**config.mk**
```make
export PLATFORM = sky130hd
export DESIGN_NAME = seq_pattern_gen
export DESIGN_NICKNAME = d
export VERILOG_FILES = /design/src/rtl/seq_pkg.sv /design/src/rtl/pattern_piso.sv /design/src/rtl/seq_pattern_gen.sv
export SDC_FILE = /design/constraint.sdc
export NUM_CORES = 1
export LEC_CHECK = 0
export BUFFER_PORTS_ARGS = -buffer_cell sky130_fd_sc_hd__buf_2
export CAP_MARGIN = 10
export CORE_MARGIN = 1.5
export CORE_UTILIZATION = 30
export CTS_BUF_LIST = sky130_fd_sc_hd__clkbuf_2 sky130_fd_sc_hd__clkbuf_4 sky130_fd_sc_hd__clkbuf_8
export CTS_CLUSTER_DIAMETER = 100
export DETAILED_ROUTE_END_ITERATION = 10
export HOLD_SLACK_MARGIN = 0.03
export PLACE_DENSITY_LB_ADDON = 0.25
export SLEW_MARGIN = 20
export SYNTH_ARGS = -nofsm -noshare
export SYNTH_HDL_FRONTEND = slang
export SYNTH_SLANG_ARGS = --single-unit
```
**constraint.sdc**
```tcl
create_clock -name clk -period 2.1 [get_ports clk]
set_input_delay 0.42 -clock clk [delete_from_list [all_inputs] [get_ports clk]]
set_output_delay 0.42 -clock clk [all_outputs]
set_load 0.02 [all_outputs]
```
**src/rtl/seq_pkg.sv**
```systemverilog
// Shared definitions for the serial pattern generator and its detector-side peers.
package seq_pkg;

    typedef enum logic [1:0] {
        ST_IDLE  = 2'd0,
        ST_SHIFT = 2'd1,
        ST_GAP   = 2'd2
    } state_t;

    localparam logic [3:0] DEF_PATTERN = 4'b1010;

endpackage

```
**src/rtl/pattern_piso.sv**
```systemverilog
// Parallel-in serial-out shift register, MSB first, zero-filled from the LSB side.
module pattern_piso #(
    parameter int W = 4
) (
    input  logic         clk,
    input  logic         rst,
    input  logic         load,
    input  logic         shift_en,
    input  logic [W-1:0] data,
    output logic         msb
);

    logic [W-1:0] shreg;

    always_ff @(posedge clk or negedge rst) begin
        if (!rst) begin
            shreg <= '0;
        end else if (load) begin
            shreg <= data;
        end else if (shift_en) begin
            shreg <= {shreg[W-2:0], 1'b0};
        end
    end

    assign msb = shreg[W-1];

endmodule

```
**src/rtl/seq_pattern_gen.sv**
```systemverilog
// Serial pattern transmitter: sends a captured pattern MSB-first, repeated with optional gaps.
//
// state    | meaning
// ST_IDLE  | waiting for start
// ST_SHIFT | one pattern bit on sout per cycle
// ST_GAP   | idle cycles between repetitions
module seq_pattern_gen
    import seq_pkg::*;
#(
    parameter int PAT_W = 4,
    parameter int CNT_W = 8,
    parameter int GAP_W = 4
) (
    input  logic             clk,
    input  logic             rst,
    input  logic             start,
    input  logic [PAT_W-1:0] pattern,
    input  logic [CNT_W-1:0] repeat_n,
    input  logic [GAP_W-1:0] gap,
    input  logic             abort,
    output logic             sout,
    output logic             sout_valid,
    output logic             busy,
    output logic             done
);

    localparam int BIT_W = $clog2(PAT_W);
    localparam logic [BIT_W-1:0] BIT_MAX = BIT_W'(PAT_W - 1);

    state_t             state, state_nxt;
    logic [BIT_W-1:0]   bit_cnt, bit_cnt_nxt;
    logic [CNT_W-1:0]   rep_cnt, rep_cnt_nxt;
    logic [GAP_W-1:0]   gap_cnt, gap_cnt_nxt;
    logic [PAT_W-1:0]   pat_q;
    logic [GAP_W-1:0]   gap_q;
    logic [PAT_W-1:0]   load_data;
    logic               load, shift_en, capture, done_nxt;

    always_comb begin
        state_nxt   = state;
        bit_cnt_nxt = bit_cnt;
        rep_cnt_nxt = rep_cnt;
        gap_cnt_nxt = gap_cnt;
        load        = 1'b0;
        shift_en    = 1'b0;
        load_data   = pat_q;
        capture     = 1'b0;
        done_nxt    = 1'b0;
        case (state)
            ST_IDLE: begin
                if (start && !abort) begin
                    capture     = 1'b1;
                    state_nxt   = ST_SHIFT;
                    load        = 1'b1;
                    load_data   = pattern;
                    bit_cnt_nxt = BIT_MAX;
                    rep_cnt_nxt = (repeat_n == '0) ? CNT_W'(1) : repeat_n;
                end
            end
            ST_SHIFT: begin
                if (abort) begin
                    // Loading zeros guarantees sout is low from the next cycle on.
                    state_nxt   = ST_IDLE;
                    load        = 1'b1;
                    load_data   = '0;
                    bit_cnt_nxt = '0;
                    rep_cnt_nxt = '0;
                end else if (bit_cnt == '0) begin
                    rep_cnt_nxt = rep_cnt - CNT_W'(1);
                    if (rep_cnt == CNT_W'(1)) begin
                        state_nxt = ST_IDLE;
                        shift_en  = 1'b1;
                        done_nxt  = 1'b1;
                    end else if (gap_q != '0) begin
                        state_nxt   = ST_GAP;
                        shift_en    = 1'b1;
                        gap_cnt_nxt = gap_q - GAP_W'(1);
                    end else begin
                        load        = 1'b1;
                        bit_cnt_nxt = BIT_MAX;
                    end
                end else begin
                    shift_en    = 1'b1;
                    bit_cnt_nxt = bit_cnt - BIT_W'(1);
                end
            end
            ST_GAP: begin
                if (abort) begin
                    state_nxt   = ST_IDLE;
                    gap_cnt_nxt = '0;
                    rep_cnt_nxt = '0;
                end else if (gap_cnt == '0) begin
                    state_nxt   = ST_SHIFT;
                    load        = 1'b1;
                    bit_cnt_nxt = BIT_MAX;
                end else begin
                    gap_cnt_nxt = gap_cnt - GAP_W'(1);
                end
            end
            default: state_nxt = ST_IDLE;
        endcase
    end

    always_ff @(posedge clk or negedge rst) begin
        if (!rst) begin
            state      <= ST_IDLE;
            bit_cnt    <= '0;
            rep_cnt    <= '0;
            gap_cnt    <= '0;
            pat_q      <= '0;
            gap_q      <= '0;
            sout_valid <= 1'b0;
            busy       <= 1'b0;
            done       <= 1'b0;
        end else begin
            state      <= state_nxt;
            bit_cnt    <= bit_cnt_nxt;
            rep_cnt    <= rep_cnt_nxt;
            gap_cnt    <= gap_cnt_nxt;
            if (capture) begin
                pat_q <= pattern;
                gap_q <= gap;
            end
            sout_valid <= (state_nxt == ST_SHIFT);
            busy       <= (state_nxt != ST_IDLE);
            done       <= done_nxt;
        end
    end

    // The shift register empties to zero outside SHIFT, so its MSB is sout directly.
    pattern_piso #(.W(PAT_W)) u_piso (
        .clk      (clk),
        .rst      (rst),
        .load     (load),
        .shift_en (shift_en),
        .data     (load_data),
        .msb      (sout)
    );

endmodule

```
==> impl_metrics.sql <==
INSERT INTO impl_metrics (metric_group, metric, value, unit) VALUES
('place', 'globalplace.congestion', '0.9395', ''),
('place', 'post-dp-hpwl', '3.564', 'mm'),
('yosys', 'avgSynthCellArea', '8.865', 'sq um'),
('routing', 'wirelength', '4.694', 'mm'),
('pwr', 'internal_power', '2076', 'uW'),
('finish', 'final_layout_size_suffix_gt1_share', '24.90', '%'),
('setup_path', 'worstSetupPathType', 'reg -> reg', ''),
('setup_path', 'cp_max_fo', '4', ''),
('yosys', 'ys_dominant_reg_cell', 'dfrtp_1', ''),
('clocking', 'ctsHtreeMaxLevel', '2', ''),
('status', 'outcome', 'finished clean', ''),
('setup_path', 'critical-path-slowest-cell', 'dfrtp_1', ''),
('routing', 'drt_first_pass_iters', '4', ''),
('sta', 'report.final.hold_viol_count', '0', ''),
('sta', 'maxClockFrequency', '516.8', 'MHz'),
('setup_path', 'worstSetupStartpointType', 'flip-flop', ''),
('pwr', 'p_leak', '0.001100', 'uW'),
('pwr', 'p_sw_share', '41.17', '%'),
('routing', 'drc_errors', '0', ''),
('yosys', 'synthesis.yosys.warnings', '0', ''),
('clocking', 'tritoncts.num_buffers', '5', ''),
('yosys', 'gate_count_post_synth', '222', ''),
('pwr', 'power.switching', '1453', 'uW'),
('yosys', 'synth_nets', '253', ''),
('sta', 'final_critical_path_setup_slack', '0.1651', 'ns'),
('yosys', 'synth_async_sr_flop_share', '100.0', '%'),
('yosys', 'number_of_flip_flops_and_latches_in_the_synthesized_netlist', '31', ''),
('setup_path', 'timing.critical_path.cells', 'inv_1 > ha_1 > or3b_1 > nor2_2 > o31ai_1 > a31oi_1 > buf_4 > mux2i_1', ''),
('floorplan', 'design.portCount', '24', ''),
('clocking', 'tritoncts', 'yes', ''),
('routing', 'route.antenna.remaining_nets', '0', ''),
('yosys', 'synth-edff-count', '0', ''),
('place', 'dp_slack', '0.08292', 'ns'),
('global_routing', 'grt_start_max_net_pins', '32', ''),
('yosys', 'ys_seq_area_share', '39.42', '%'),
('pwr', 'power.share.sequential', '31.1', '%'),
('yosys', 'synth.most_common_cell', 'dfrtp_1', ''),
('floorplan', 'die_width', '84.00', 'microns'),
('clocking', 'clock-root-buffer', 'clkbuf_8', ''),
('floorplan', 'die_area', '7055', 'sq um'),
('finish', 'areaGrowthSynthToFinish', '22.38', '%'),
('setup_path', 'worstSetupEndpointType', 'flip-flop', ''),
('sta', 'clock_skew_after_layout', '0.007187', 'ns'),
('sta', 'layout_worst_path_cycle_share', '92.14', '%'),
('yosys', 'synth_area_leaders', 'dfrtp_1 39%, ha_1 7.0%, o21ai_0 5.8%', ''),
('pwr', 'power.combinational.fraction', '51.5', '%'),
('setup_path', 'arrival', '2.15', 'ns'),
('yosys', 'synthesis.area', '1968', 'sq um'),
('yosys', 'ys_top_cells_by_count', '31 x dfrtp_1, 23 x o21ai_0, 22 x nor2_1', ''),
('sta', 'setup_violations', '0', ''),
('floorplan', 'coreArea', '6350', 'sq um'),
('routing', 'via_count', '1729', ''),
('setup_path', 'cp.required', '2.31', 'ns'),
('clocking', 'clockBufferDepth', '2', ''),
('yosys', 'synthDistinctLibCells', '47', ''),
('floorplan', 'chipHeight', '84.00', 'microns'),
('place', 'port_buffers', '23', ''),
('pwr', 'p_per_area', '1465', 'nW/um^2'),
('sta', 'final.setup.tns', '0', 'ns'),
('global_routing', 'grt_first_pass_wirelength', '7.941', 'mm'),
('sta', 'whs', '0.1847', 'ns'),
('clocking', 'clock_latency', '0.29', 'ns'),
('floorplan', 'initial_utilization', '31.00', '%'),
('global_routing', 'grt_overflow_total', '0', ''),
('sta', 'max-slew-margin-rel', '52.39', '%'),
('finish', 'num_antenna_cells', '0', ''),
('pwr', 'vdd_drop_max', '0.0005535', 'V'),
('finish', 'num-nets-final', '291', ''),
('sta', 'rsz0062_at_grt', 'no', ''),
('clocking', 'ctsHoldBuffers', '0', ''),
('flow_run', 'maximum_capacitance_violations', '0', '');
## power by group through the flow
stage	combinational [uW]	sequential [uW]	clock (uW)
floorplan	1250	1090	0
global placement	1750	1100	0
detailed placement	1770	1100	0
CTS	1780	1090	630
global route	2050	1140	657
finish	1820	1100	615
## layout by cell type (no fill, tap or decap), types with 6 or more instances in the layout
cell      instances
a21oi_1          19
buf_2            23
buf_4            15
clkbuf_8          6
dfrtp_1          31
ha_1             10
inv_1            14
mux2_2            6
mux2i_1           6
nand2_1           8
nand3_1           7
nor2_1           21
nor3_1           11
o21ai_0          23
## worst register-to-register path: stages (launching register included)
cell and delay (ns):
dfrtp_1 0.39, inv_1 0.13, ha_1 0.20, or3b_1 0.39
nor2_2 0.14, o31ai_1 0.11, a31oi_1 0.16, buf_4 0.16
mux2i_1 0.19
## kinds of logic (layout without fill, tap and decap cells)
| logic type | Yosys count | in the layout | share of synthesized area [%] |
|---|---|---|---|
| multiplexers | 13 | 13 | 7.247 |
| adder cells (fa/ha/maj) | 11 | 11 | 6.993 |
| AO/OA/AOI/OAI | 69 | 69 | 21.87 |
| AND/OR/NAND/NOR | 73 | 73 | 19.14 |
| buffers and inverters | 23 | 62 | 4.449 |
| flip-flops | 31 | 31 | 39.41 |
| XOR/XNOR | 2 | 2 | 0.8902 |
## final timing paths
check                           slack (ns)  cells after the start        from         endpoint
worst max-delay path                  0.17                      8  gap_cnt[0]  u_piso.shreg[2]
worst min-delay path                  0.18                      1         rst       rep_cnt[2]
worst max register to register        0.17                      8  gap_cnt[0]  u_piso.shreg[2]
worst min register to register        0.50                      1  bit_cnt[0]       bit_cnt[0]
max in group asynchronous             1.46                      1         rst       gap_cnt[1]
min in group clk                      0.33                      3      gap[1]         gap_q[1]
## sequential cells by signal (all words and copies together) (netlist names)
signal,flops
pat_q,4
u_piso.shreg,4
gap_q,4
state,2
sout_valid,1
rep_cnt,8
done,1
gap_cnt,4
busy,1
bit_cnt,2
## area by class of cell
class	count	area (sq um)
fillers	650	3941
repair buffers	38	227.7
inverters	16	60.06
clock inverters	2	35.03
multi-input cells	168	1131
clock buffers	6	82.58
well taps	77	96.34
flip-flops and latches	31	775.7
## per-stage QoR
step	instances	util (%)	power [uW]	instance area (sq um)
detailed placement	329	35.55	2871	2257
CTS	337	37.40	3504	2375
floorplan	222	-	2336	1968
global placement	329	35.55	2856	2257
finish	338	37.93	3529	2409
global route	338	37.93	3853	2409
## layer usage
layer / global-route usage, % / part of all wire, %
met2: 20.82 / 44
met1: 20.21 / 51
met4: 4.322 / 1.3
met3: 3.363 / 3.3
met5: 0 / 0
## what timing repair did
| item | in CTS | in global routing |
|---|---|---|
| endpoints found under the setup margin | 0 | 11 |
| resized for setup | 0 | 8 |
| setup buffers | 0 | 1 |
No activity file was read; power rests on OpenSTA's default activity.
